File: config.mk
export PLATFORM = sky130hd
export DESIGN_NAME = kbest_layer_scheduler
export DESIGN_NICKNAME = d
export VERILOG_FILES = /design/src/rtl/kbest_layer_scheduler.sv
export SDC_FILE = /design/constraint.sdc
export NUM_CORES = 1
export LEC_CHECK = 0
export BUFFER_PORTS_ARGS = -buffer_cell sky130_fd_sc_hd__buf_2
export CAP_MARGIN = 20
export CORE_MARGIN = 4
export CORE_UTILIZATION = 30
export CTS_CLUSTER_DIAMETER = 80
export DETAILED_ROUTE_END_ITERATION = 10
export GPL_ROUTABILITY_DRIVEN = 0
export PLACE_DENSITY = 0.51
export SKIP_LAST_GASP = 1
export SYNTH_ARGS = -nofsm -noshare
export SYNTH_HDL_FRONTEND = slang
export SYNTH_SLANG_ARGS = --single-unit
File: constraint.sdc
create_clock -name clk -period 1.6 [get_ports clk]
set_clock_uncertainty 0.15 [all_clocks]
set_input_delay 0.08 -clock clk [delete_from_list [all_inputs] [get_ports clk]]
set_output_delay 0.08 -clock clk [all_outputs]
set_load 0.03 [all_outputs]
File: src/rtl/kbest_layer_scheduler.sv
// Layer sequencer for a 4x4 K-best detector: walks layers 3..0, firing each path
// unit, waiting out its datapath latency and strobing survivor capture.
module kbest_layer_scheduler #(
  parameter int LAT   = 2,
  parameter int ID_W  = 4,
  parameter int CNT_W = 8
) (
  input  logic             clk,
  input  logic             rst,
  input  logic             job_valid,
  output logic             job_ready,
  input  logic [ID_W-1:0]  job_id,
  input  logic             abort,
  output logic [1:0]       lay_sel,
  output logic [3:0]       lay_en,
  output logic             buf_clr,
  output logic             cap_en,
  output logic             busy,
  output logic             res_valid,
  input  logic             res_ready,
  output logic [ID_W-1:0]  res_id,
  output logic [CNT_W-1:0] done_cnt
);

  typedef enum logic [2:0] {IDLE, ISSUE, WAIT, CAP, DONE} state_t;

  state_t     state;
  logic [3:0] wcnt;
  logic [1:0] nxt_sel;

  assign nxt_sel = lay_sel - 2'd1;

  // Outputs are set on the same edge that enters the state they belong to,
  // so every strobe is a flop with no input-to-output path.
  always_ff @(posedge clk) begin
    if (!rst) begin
      state     <= IDLE;
      wcnt      <= '0;
      lay_sel   <= '0;
      lay_en    <= '0;
      buf_clr   <= 1'b0;
      cap_en    <= 1'b0;
      busy      <= 1'b0;
      res_valid <= 1'b0;
      res_id    <= '0;
      done_cnt  <= '0;
      job_ready <= 1'b0;
    end else begin
      lay_en  <= '0;
      buf_clr <= 1'b0;
      cap_en  <= 1'b0;
      if (abort && state != IDLE) begin
        state     <= IDLE;
        wcnt      <= '0;
        lay_sel   <= '0;
        busy      <= 1'b0;
        res_valid <= 1'b0;
        job_ready <= 1'b1;
      end else begin
        case (state)
          IDLE: begin
            if (job_valid && job_ready && !abort) begin
              state     <= ISSUE;
              res_id    <= job_id;
              lay_sel   <= 2'd3;
              lay_en    <= 4'b1000;
              buf_clr   <= 1'b1;
              busy      <= 1'b1;
              job_ready <= 1'b0;
            end else begin
              job_ready <= 1'b1;
            end
          end
          ISSUE: begin
            if (LAT == 1) begin
              state  <= CAP;
              cap_en <= 1'b1;
            end else begin
              state <= WAIT;
              wcnt  <= 4'(LAT - 1);
            end
          end
          WAIT: begin
            wcnt <= wcnt - 4'd1;
            if (wcnt == 4'd1) begin
              state  <= CAP;
              cap_en <= 1'b1;
            end
          end
          CAP: begin
            if (lay_sel == 2'd0) begin
              state     <= DONE;
              res_valid <= 1'b1;
            end else begin
              state   <= ISSUE;
              lay_sel <= nxt_sel;
              lay_en  <= 4'b0001 << nxt_sel;
            end
          end
          DONE: begin
            if (res_valid && res_ready) begin
              state     <= IDLE;
              res_valid <= 1'b0;
              busy      <= 1'b0;
              job_ready <= 1'b1;
              done_cnt  <= done_cnt + 1'b1;
            end
          end
          default: begin
            state     <= IDLE;
            busy      <= 1'b0;
            res_valid <= 1'b0;
            job_ready <= 1'b1;
          end
        endcase
      end
    end
  end

endmodule

Yosys cells after proc, flatten, opt, wreduce, memory -nomap -nowiden
Index checks and enable logic that the tools add are counted. W data, S select, Z words.

Input port bits: 9. Output and inout port bits: 23. Logic and storage cells: 78. Register bits: 30.

Multiplexer cells: 23. Shift operators: 1. Add/sub/neg operators: 3. Equal/unequal tests: 12. Reductions and logical operators: 22. Bitwise gates (word level): 6.

Operators by type and width (number): $reduce_and A3 Y1 (6); $pmux W4 S2 (2); $pmux W3 S5 (1); $mux W3 (4); $reduce_or A3 Y1 (4); $ne A2 B2 Y1 const B (5); $pmux W1 S3 (3); $add A8 B1 Y8 const B (1); $mux W1 (8); $mux W4 (2); $eq A3 B2 Y1 const B (2); $not A1 Y1 (6); $eq A4 B1 Y1 const B (1); $logic_and A1 B1 Y1 (4); $mux W2 (2); $pmux W2 S2 (1); $reduce_bool A2 Y1 (2); $shl A1 B2 Y4 const A (1); $sub A4 B1 Y4 const B (1); $eq A3 B1 Y1 const B (1); $eq A3 B3 Y1 const B (1); $logic_not A3 Y1 (1); $ne A3 B3 Y1 const B (1); $reduce_bool A3 Y1 (1); other kinds (6) (6).

Depth between registers and ports, before layout
Gate-level depths: netlist of run 1.

Depth after elaboration: 5. Gate-level depth with buffers: 5.

Worst setup path after synthesis of run 1
OpenSTA, ideal clock, no wires.

Path kind: reg-to-reg. Start point: register lay_sel[0]. End point: register lay_sel[0]. Required time: 1.371 ns. Clock period less this slack: 1.797 ns. Arrival time: 1.567 ns. Buffers on the path: 0. Setup time: 0.079 ns. Slack: -0.197 ns. Cell stages (with the launch flop): 6. Path through: dfxtp_1 > inv_1 > ha_1 > and4bb_1 > a211oi_1 > a211oi_2.

Cells in the longest elaborated chain, start to end: 3. Elaborated cells between the ends (all ways): 6.

Ends and longest elaborated chain: start: declaration (RTL line 14) `output logic [1:0] lay_sel,`; start signal: assignment (RTL line 96) `lay_sel <= nxt_sel;`; $sub A2 B1 Y2 or $logic_not A2 Y1 (tied branches) (RTL line 31, 91); $mux W2 or $ne A2 B2 Y1 (tied branches); $pmux W2 S2 or $reduce_and A3 Y1 (tied branches).

Parallel ways exist; a longest one is shown, timed or not. The select of a mux whose other input is x is not followed. A chain may end at the register's enable or synchronous reset.

Worst setup path after layout of run 1
Start point: register state[2]. End point: register lay_sel[1].

Cells in the longest elaborated chain, start to end: 3. Elaborated cells between the ends (all ways): 10.

Ends and longest elaborated chain: start: declaration (RTL line 27) `state_t state;`; start signal: assignment (RTL line 37) `state <= IDLE;`; start signal: assignment (RTL line 53) `state <= IDLE;`; start signal: assignment (RTL line 63) `state <= ISSUE;`; $eq A3 B2 Y1 (tied with other cells) (RTL line 60) `case (state)`; $ne A2 B2 Y1 (no line) (tied with other cells); $reduce_and A3 Y1 (no line) or $reduce_or A2 Y1 (tied branches).

Parallel ways exist; a longest one is shown, timed or not.

==> flow_metrics.env, run 1 <==
export IMPL_end_kind="flop"
export IMPL_drc=0
export IMPL_cp_startpoint="state[2]"
export IMPL_start_util_pct=30.8
export IMPL_crit_path_start_kind="flop"
export IMPL_min_period_ns=1.55
export IMPL_final_common_cell="buf_2"
export IMPL_cts_htree_levels=2
export IMPL_synth_edf_count=0
export IMPL_grt_pass1_wl_mm=6.08
export IMPL_grt_setup_unrepaired="yes"
export IMPL_worstMarginPinSlew_ns=0.388
export IMPL_switchingPower_w=0.000487
export IMPL_synth_top_area_share_pct=38.4
export IMPL_rr_worst_depth=4
export IMPL_io_buffers=31
export IMPL_combPwrFrac_pct=19.5
export IMPL_final_cell_mix="buf_2, dfxtp_1, buf_4, a21oi_1"
export IMPL_fmax_mhz=645
export IMPL_routedWlPerCell_um=13.1
export IMPL_status="completed"
export IMPL_core_area_um2=5070
export IMPL_postSynthCellCount=168
export IMPL_cts_tree="yes"
export IMPL_cap_violations=0
export IMPL_syn2layout_area_growth_pct=33.6
export IMPL_leakage_nw=0.877
export IMPL_total_power_w=0.00176
export IMPL_synthTopCellsByArea="dfxtp_1, ha_1, a21oi_1"
export IMPL_cts_buffers=5
export IMPL_powerDensity_nw_per_um2=845
export IMPL_intPower_w=0.00128
export IMPL_fp_row_count=26
export IMPL_seq_power_share_pct=45.9
export IMPL_crit_path_max_fanout=8
export IMPL_final_design_area_no_fill_um2=2090
export IMPL_slew_headroom_pct=74.1
export IMPL_die_h_um=80.2
export IMPL_critPathKind="reg2reg"
export IMPL_period_share_pct=96.8
export IMPL_grt_pass1_vias=1301
export IMPL_worstPathRequired_ns=1.61
export IMPL_placed_cell_area_um2=1890
export IMPL_grt_usage_pct=12.1
export IMPL_yosys_area_top_type="dfxtp_1"
export IMPL_holdPathStages=4
export IMPL_setup_violations=0
export IMPL_vias=1405
export IMPL_synth_avg_cell_area_um2=9.30
export IMPL_synth_seq_cells=30
export IMPL_hold_path_startpoint="res_ready"
export IMPL_clkLatencyLatePin_ns=0.28
export IMPL_cts_root_buf="clkbuf_8"
export IMPL_hold_viol=0
export IMPL_hp_class="in2reg"
export IMPL_ios=32
export IMPL_critPathArrivalTime_ns=1.56
export IMPL_finalMaxSlewViolations=0
export IMPL_synth_cell_types=45
export IMPL_fin_nets=238
export IMPL_antenna_cells=0
export IMPL_grt_max_degree=13
export IMPL_clkPwrFrac_pct=34.5
export IMPL_netlist_area_um2=1560
export IMPL_ys_seq_area_share_pct=38.4
export IMPL_yosysWarnings=0
export IMPL_regToRegStartpoint="state[2]"
export IMPL_synth_ff_type="dfxtp_1"
export IMPL_clock_sinks=30
export IMPL_hpwlAfterDp_mm=2.68
export IMPL_vias_per_cell=4.83
export IMPL_drtAntennaViolNets=0
export IMPL_grt_overflow=0
export IMPL_dieArea_um2=6430
export IMPL_die_x_um=80.2
export IMPL_clockBufferDepth=2
export IMPL_dr_pass1_iters=4
export IMPL_syn_num_nets=185
export IMPL_regArea_um2=609
export IMPL_tns_ns=0
export IMPL_multi_input_area_um2=912
export IMPL_async_reset_ff_share_pct=0
export IMPL_drt_iter0_markers=50
export IMPL_drt_wl_total_mm=3.81
export IMPL_drive_above_1_share_pct=35.7
export IMPL_path_clk_slew_ns=0.06
export IMPL_switching_share_pct=27.6
export IMPL_n_fill_cell=542
export IMPL_antenna_found_initial=0
export IMPL_vdd_drop_max_mv=0.375
-- state kept, by name, indices dropped and copies added (netlist names) --
name and count:
wcnt 4, done_cnt 8, buf_clr 1, lay_sel 2, lay_en 4, res_id 4
job_ready 1, res_valid 1, cap_en 1, busy 1, state 3
-- cell type report --
cell class              instances  area share (%)
clock buffers                   7            4.13
inverters                      10            1.80
multi-input cells             118            43.7
flip-flops and latches         30            29.2
well taps                      70            4.19
repair buffers                 56            17.0
-- synthesized netlist by cell type (all sizes together) (5+ instances only) --
| cell type | count |
|---|---|
| o21ai | 9 |
| ha | 8 |
| buf | 7 |
| inv | 9 |
| nor2 | 5 |
| nand2 | 9 |
| a211oi | 6 |
| dfxtp | 30 |
| a21oi | 18 |
| and2 | 5 |
| nand3 | 6 |
-- path summary, 6_finish.rpt --
path                            slack [ns]          end
worst max-delay path                  0.05   lay_sel[1]
worst min-delay path                  0.05    res_valid
worst max register to register        0.05   lay_sel[1]
worst min register to register        0.33  done_cnt[6]
-- worst max-delay path: stages (launching register included) --
cell      delay (ns)
dfxtp_1         0.45
buf_4           0.20
and4bb_2        0.28
a211oi_1        0.28
a211oi_2        0.07
-- stage by stage --
stage	hold WS [ns]	worst slack, ns	std cells	util (%)
finish	0.0542	0.0507	291	41.1
global route	0.0810	-0.0620	291	41.1
CTS	0.0155	0.0107	288	40.0
detailed placement	0.201	0.00239	276	37.3
global placement	0.195	0.0664	276	37.3
floorplan	0.0777	0.00647	168	-
-- power by group through the flow --
stage	Combinational, W	Clock (W)	Sequential [W]
floorplan	0.000196	0	0.000850
global placement	0.000326	0	0.000822
detailed placement	0.000326	0	0.000822
CTS	0.000337	0.000630	0.000806
global route	0.000376	0.000659	0.000815
finish	0.000345	0.000609	0.000810
-- metal layers --
layer	vias up	routed length, um	GRT usage (%)
met4	0	60	6.25
met1	655	1800	15.4
li1	717	-	-
met2	25	1780	18.5
met3	8	171	3.36
met5	-	0	0
-- cell families (layout without fill, tap and decap cells) --
group / Yosys count / after routing / share of synthesized area [%]
AO/OA/AOI/OAI: 47 / 47 / 20.1
XOR/XNOR: 1 / 1 / 0.561
adder cells (fa/ha/maj): 8 / 8 / 6.41
buffers and inverters: 21 / 73 / 6.00
flip-flops: 30 / 30 / 38.4
multiplexers: 4 / 4 / 2.56
AND/OR/NAND/NOR: 57 / 58 / 25.9
-- timing repair --
item | in CTS | in global routing
cloned | 0 | 1
endpoints found under the setup margin | 1 | 18
gates resized for setup | 0 | 8
pin swaps | 1 | 1
hold buffers | 5 | 0
endpoints found under the hold margin | 9 | 0
buffers inserted | 0 | 2
Note: power is estimated with default switching activity, not from simulation.
==> inputs of run 2 (changes only) <==
--- a/config.mk
+++ b/config.mk
@@ -5,14 +5,16 @@
 export SDC_FILE = /design/constraint.sdc
 export NUM_CORES = 1
 export LEC_CHECK = 0
-export BUFFER_PORTS_ARGS = -buffer_cell sky130_fd_sc_hd__buf_2
 export CAP_MARGIN = 20
+export CELL_PAD_IN_SITES_DETAIL_PLACEMENT = 1
+export CELL_PAD_IN_SITES_GLOBAL_PLACEMENT = 2
 export CORE_MARGIN = 4
-export CORE_UTILIZATION = 30
+export CORE_UTILIZATION = 34
 export CTS_CLUSTER_DIAMETER = 80
 export DETAILED_ROUTE_END_ITERATION = 10
+export DONT_BUFFER_PORTS = 1
 export GPL_ROUTABILITY_DRIVEN = 0
-export PLACE_DENSITY = 0.51
+export PLACE_DENSITY = 0.74
 export SKIP_LAST_GASP = 1
 export SYNTH_ARGS = -nofsm -noshare
 export SYNTH_HDL_FRONTEND = slang
==> run 2 against run 1 <==
Worst setup slack improved by 0.017 ns. Critical path depth did not move. Sequential power rose by 1%. Fmax rose by 1.1%. First-iteration DRC count fell by 8.0%. Register-to-register slack improved by 0.02 ns. Highest routed layer unchanged. Non-clock buffer count fell by 27. Die area fell by 11%. Power rose by 4.7%. Worst hold slack got worse by 0.043 ns. Flip-flop and latch count did not move. Critical path type is now in2reg.
==> flow_metrics.env, run 2 (synthesis gave the netlist of run 1 again) <==
export IMPL_top_register="done_cnt"
export IMPL_path_delay_family="simple AND/OR/NAND/NOR gates"
export IMPL_die_h_um=75.8
export IMPL_min_period_ns=1.53
export IMPL_drt_iter0_markers=46
export IMPL_dp_cells=230
export IMPL_grt_pass1_vias=1389
export IMPL_vdd_drop_max_mv=0.372
export IMPL_core_area_um2=4410
export IMPL_status="completed"
export IMPL_slew_headroom_pct=69.4
export IMPL_worstPathRequired_ns=1.66
export IMPL_final_core_util_pct=44.9
export IMPL_combPwrFrac_pct=16.8
export IMPL_fmax_mhz=653
export IMPL_seq_power_share_pct=44.4
export IMPL_grt_pass1_wl_mm=6.53
export IMPL_hp_class="in2reg"
export IMPL_worstMarginPinSlew_ns=0.458
export IMPL_antenna_found_initial=0
export IMPL_ios=32
export IMPL_drtAntennaViolNets=0
export IMPL_dieArea_um2=5740
export IMPL_clkLatencyLatePin_ns=0.28
export IMPL_hold_viol=0
export IMPL_path_cells="dlygate4sd3_1, nand4bb_4, or4_1, a21oi_1"
export IMPL_hpwlAfterDp_mm=2.92
export IMPL_clock_sinks=30
export IMPL_powerDensity_nw_per_um2=933
export IMPL_drt_wl_total_mm=4.08
export IMPL_final_common_cell="dfxtp_1"
export IMPL_period_share_pct=95.7
export IMPL_slowest_stage="dlygate4sd3_1"
export IMPL_grt_overflow=0
export IMPL_switchingPower_w=0.000497
export IMPL_cts_tree="yes"
export IMPL_holdWs_ns=0.0111
export IMPL_intPower_w=0.00135
export IMPL_largest_reg_flops=8
export IMPL_clkPwrFrac_pct=38.8
export IMPL_cp_slowest_stage_delay_ns=0.65
export IMPL_n_fill_cell=495
export IMPL_leakage_nw=0.784
export IMPL_critical_path_buf_inv_count=1
export IMPL_critPathArrivalTime_ns=1.59
export IMPL_grt_usage_pct=15.0
export IMPL_end_kind="flop"
export IMPL_critPathKind="in2reg"
export IMPL_vias_per_cell=5.41
export IMPL_finalMaxSlewViolations=0
export IMPL_dr_pass1_iters=4
export IMPL_fp_row_count=24
export IMPL_grt_max_degree=20
export IMPL_setup_violations=0
export IMPL_drive_above_1_share_pct=28.4
export IMPL_crit_path_start_kind="input port"
export IMPL_tns_ns=0
export IMPL_vias=1330
export IMPL_antenna_cells=0
export IMPL_final_cell_mix="dfxtp_1, buf_4, a21oi_1, inv_1, nand2_1"
export IMPL_cts_htree_levels=2
export IMPL_clockBufferDepth=2
export IMPL_total_power_w=0.00185
export IMPL_cts_buffers=5
export IMPL_path_clk_slew_ns=0.06
export IMPL_switching_share_pct=26.9
export IMPL_fin_nets=210
export IMPL_drc=0
export IMPL_cts_root_buf="clkbuf_8"
export IMPL_io_buffers=0
export IMPL_crit_path_max_fanout=8
export IMPL_cap_violations=0
export IMPL_die_x_um=75.8
export IMPL_routedWlPerCell_um=16.6
export IMPL_start_util_pct=35.4
export IMPL_syn2layout_area_growth_pct=26.7
export IMPL_grt_setup_unrepaired="yes"
export IMPL_fin_cells=246
==> run 2: final cells by class <==
cell class	instances	area (um2)	share of cell area (%)
sequential	30	613	31.0
inverter	10	37.5	1.90
clock buffer	8	110	5.56
tap	52	65.1	3.28
timing repair buffer	29	245	12.4
multi-input combinational	117	910	45.9
==> run 2: per-stage QoR <==
stage	setup slack, ns	instance area (um2)
global route	-0.0137	1980
CTS	0.00559	1920
finish	0.0681	1980
floorplan	0.00647	1570
detailed placement	-0.00511	1740
global placement	0.0540	1740
==> run 2: per-layer routing <==
layer,vias up,part of all wire [%],global-route usage [%]
li1,662,-,-
met1,640,43,17.5
met2,22,51,26.9
met3,6,5.0,3.83
met4,0,1.1,4.08
met5,-,0,0
==> run 2: path summary, 6_finish.rpt <==
| check | slack (ns) | end | from | cells after the start |
|---|---|---|---|---|
| worst max-delay path | 0.07 | done_cnt[5] | res_ready | 4 |
| worst min-delay path | 0.01 | lay_sel[1] | abort | 2 |
| worst max register to register | 0.07 | done_cnt[5] | state[0] | 3 |
| worst min register to register | 0.36 | res_valid | res_valid | 2 |
==> run 2: power groups by stage <==
stage | Combinational, W | Sequential, W | Clock, W
floorplan | 0.000196 | 0.000850 | 0
global placement | 0.000266 | 0.000832 | 0
detailed placement | 0.000277 | 0.000835 | 0
CTS | 0.000301 | 0.000818 | 0.000747
global route | 0.000346 | 0.000824 | 0.000780
finish | 0.000310 | 0.000821 | 0.000717
==> run 2: timing repair <==
| action | CTS | global route |
|---|---|---|
| setup buffers | 0 | 1 |
| pin swaps | 0 | 1 |
| hold endpoints to repair | 21 | 0 |
| cloned | 0 | 0 |
| hold buffers | 7 | 0 |
| setup endpoints to repair | 4 | 24 |
| gates resized for setup | 2 | 14 |
==> inputs of run 3 (changes only) <==
==> constraint.sdc (replaced) <==
create_clock -name clk -period 1.6 [get_ports clk]
set_clock_uncertainty 0.15 [all_clocks]
set_input_delay 0.08 -clock clk [delete_from_list [all_inputs] [get_ports clk]]
set_output_delay 0.08 -clock clk [all_outputs]
set_load 0.01 [all_outputs]
==> run 3 against run 2 <==
Design area is 2.7% lower. Non-clock buffer count is 3 lower. Via count is 0.15% lower. Routed wire length is 0.88% higher. Global-route usage is 0.54 points higher. Power is 6.3% lower. Die area stayed put. Fmax is 0.83% lower. Final cell count is 1.2% lower. Sequential power is 1% lower. Critical endpoint is now done_cnt[2]. Highest routed layer unchanged.
==> flow_metrics.env, run 3 (synthesis gave the netlist of run 1 again) <==
export IMPL_grt_usage_pct=15.5
export IMPL_clock_sinks=30
export IMPL_r2r_end="done_cnt[2]"
export IMPL_die_h_um=75.8
export IMPL_critPathArrivalTime_ns=1.60
export IMPL_ios=32
export IMPL_io_buffers=0
export IMPL_start_util_pct=35.4
export IMPL_finalMaxSlewViolations=0
export IMPL_grt_max_degree=17
export IMPL_critPathKind="reg2reg"
export IMPL_use_met3_pct=5.15
export IMPL_vias=1328
export IMPL_largest_reg_flops=8
export IMPL_hp_class="in2reg"
export IMPL_drt_wl_total_mm=4.12
export IMPL_fin_cells=243
export IMPL_antenna_cells=0
export IMPL_met2_usage_pct=24.9
export IMPL_slew_headroom_pct=71.1
export IMPL_vdd_drop_max_mv=0.351
export IMPL_dieArea_um2=5740
export IMPL_cp_slowest_stage_delay_ns=0.47
export IMPL_reg2reg_slack_ns=0.06
export IMPL_routedWlPerCell_um=16.9
export IMPL_grt_pass1_wl_mm=6.62
export IMPL_fp_row_count=24
export IMPL_powerDensity_nw_per_um2=899
export IMPL_core_area_um2=4410
export IMPL_path_cells="nand2b_1, or4_1, a21oi_1"
export IMPL_final_cell_mix="dfxtp_1, buf_4, a21oi_1, inv_1, nand2_1"
export IMPL_hpwlAfterDp_mm=2.96
export IMPL_gr_usage_met1_pct=19.0
export IMPL_hold_path_startpoint="rst"
export IMPL_hold_viol=0
export IMPL_dp_cells=227
export IMPL_setup_violations=0
export IMPL_whs_endpoint="buf_clr"
export IMPL_vias_per_cell=5.47
export IMPL_worst_slack_ns=0.0553
export IMPL_drtAntennaViolNets=0
export IMPL_status="completed"
export IMPL_top_usage_layer="met2"
export IMPL_leakage_nw=0.771
export IMPL_rr_worst_depth=3
export IMPL_clkLatencyLatePin_ns=0.28
export IMPL_placed_cell_area_um2=1710
export IMPL_final_common_cell="dfxtp_1"
export IMPL_regToRegStartpoint="state[2]"
export IMPL_drt_iter0_markers=52
export IMPL_clockBufferDepth=2
export IMPL_grt_overflow=0
export IMPL_antenna_found_initial=0
export IMPL_min_period_ns=1.54
export IMPL_period_share_pct=96.5
export IMPL_slowest_stage="or4_1"
export IMPL_worstPathRequired_ns=1.66
export IMPL_die_x_um=75.8
export IMPL_dr_pass1_iters=4
export IMPL_pre_cts_slack_ns=0.00664
export IMPL_grt_pass1_vias=1318
export IMPL_top_register="done_cnt"
export IMPL_worstMarginPinSlew_ns=0.433
export IMPL_drive_above_1_share_pct=23.0
export IMPL_total_power_w=0.00173
export IMPL_fmax_mhz=647
export IMPL_cap_violations=0
export IMPL_cts_buffers=5
export IMPL_end_kind="flop"
export IMPL_crit_path_max_fanout=8
export IMPL_grt_setup_unrepaired="yes"
export IMPL_crit_path_start_kind="flop"
export IMPL_syn2layout_area_growth_pct=23.3
export IMPL_drc=0
export IMPL_cts_root_buf="clkbuf_8"
export IMPL_cts_htree_levels=2
export IMPL_final_design_area_no_fill_um2=1930
export IMPL_path_clk_slew_ns=0.07
export IMPL_holdPathStages=2
export IMPL_fin_nets=207
export IMPL_cts_tree="yes"
==> run 3: cell types whose count changed in the layout (fill, tap and decap cells not counted), sizes merged <==
cell and delta:
inv -1, clkinv +2, buf -3, clkbuf -1
==> run 3: power by group <==
group / internal (W) / switching [W]
clock: 0.000346 / 0.000278
combinational: 0.000138 / 0.000158
sequential: 0.000779 / 0.0000319
==> run 3: stage by stage <==
stage	util, %	TNS [ns]	hold slack, ns
CTS	42.4	0	0.00742
detailed placement	38.7	0	0.0659
finish	43.7	0	0.00430
global route	43.7	-0.138	0.0189
floorplan	-	0	0.0777
global placement	38.7	0	0.0721
==> run 3: critical path, delay by kind of cell (launching register included) <==
kind               cells  cell delay, ns
AOI/OAI and AO/OA      1            0.15
DFF                    1            0.43
and+or+nand+nor        2            0.74
==> run 3: worst max path at each step <==
stage / end / cells past startpoint / start
finish: done_cnt[2] / 3 / state[2]
global route: done_cnt[6] / 5 / done_cnt[0]
CTS: done_cnt[2] / 3 / state[2]
detailed placement: wcnt[0] / 3 / state[2]
global placement: done_cnt[6] / 5 / done_cnt[0]
floorplan: done_cnt[2] / 4 / done_cnt[0]
==> run 3: final cells by class <==
cell class              count  area, um2
clock buffers               7       86.3
clock inverters             1       5.00
fillers                   499       2490
inverters                  10       37.5
multi-input cells         117        913
flip-flops and latches     30        604
well taps                  52       65.1
repair buffers             26        215
==> run 3: repair_timing <==
action	4_1_cts	5_1_grt
setup endpoints to repair	4	15
hold buffers	7	0
setup buffers	0	1
hold endpoints to repair	21	0
pin swaps	0	1
gates resized for setup	2	9
==> run 3: per-layer routing <==
metal  part of all wire [%]  routed length, um
met1                     43               1750
met2                     50               2070
met3                    5.2                213
met4                    1.9                 77
met5                      0                  0
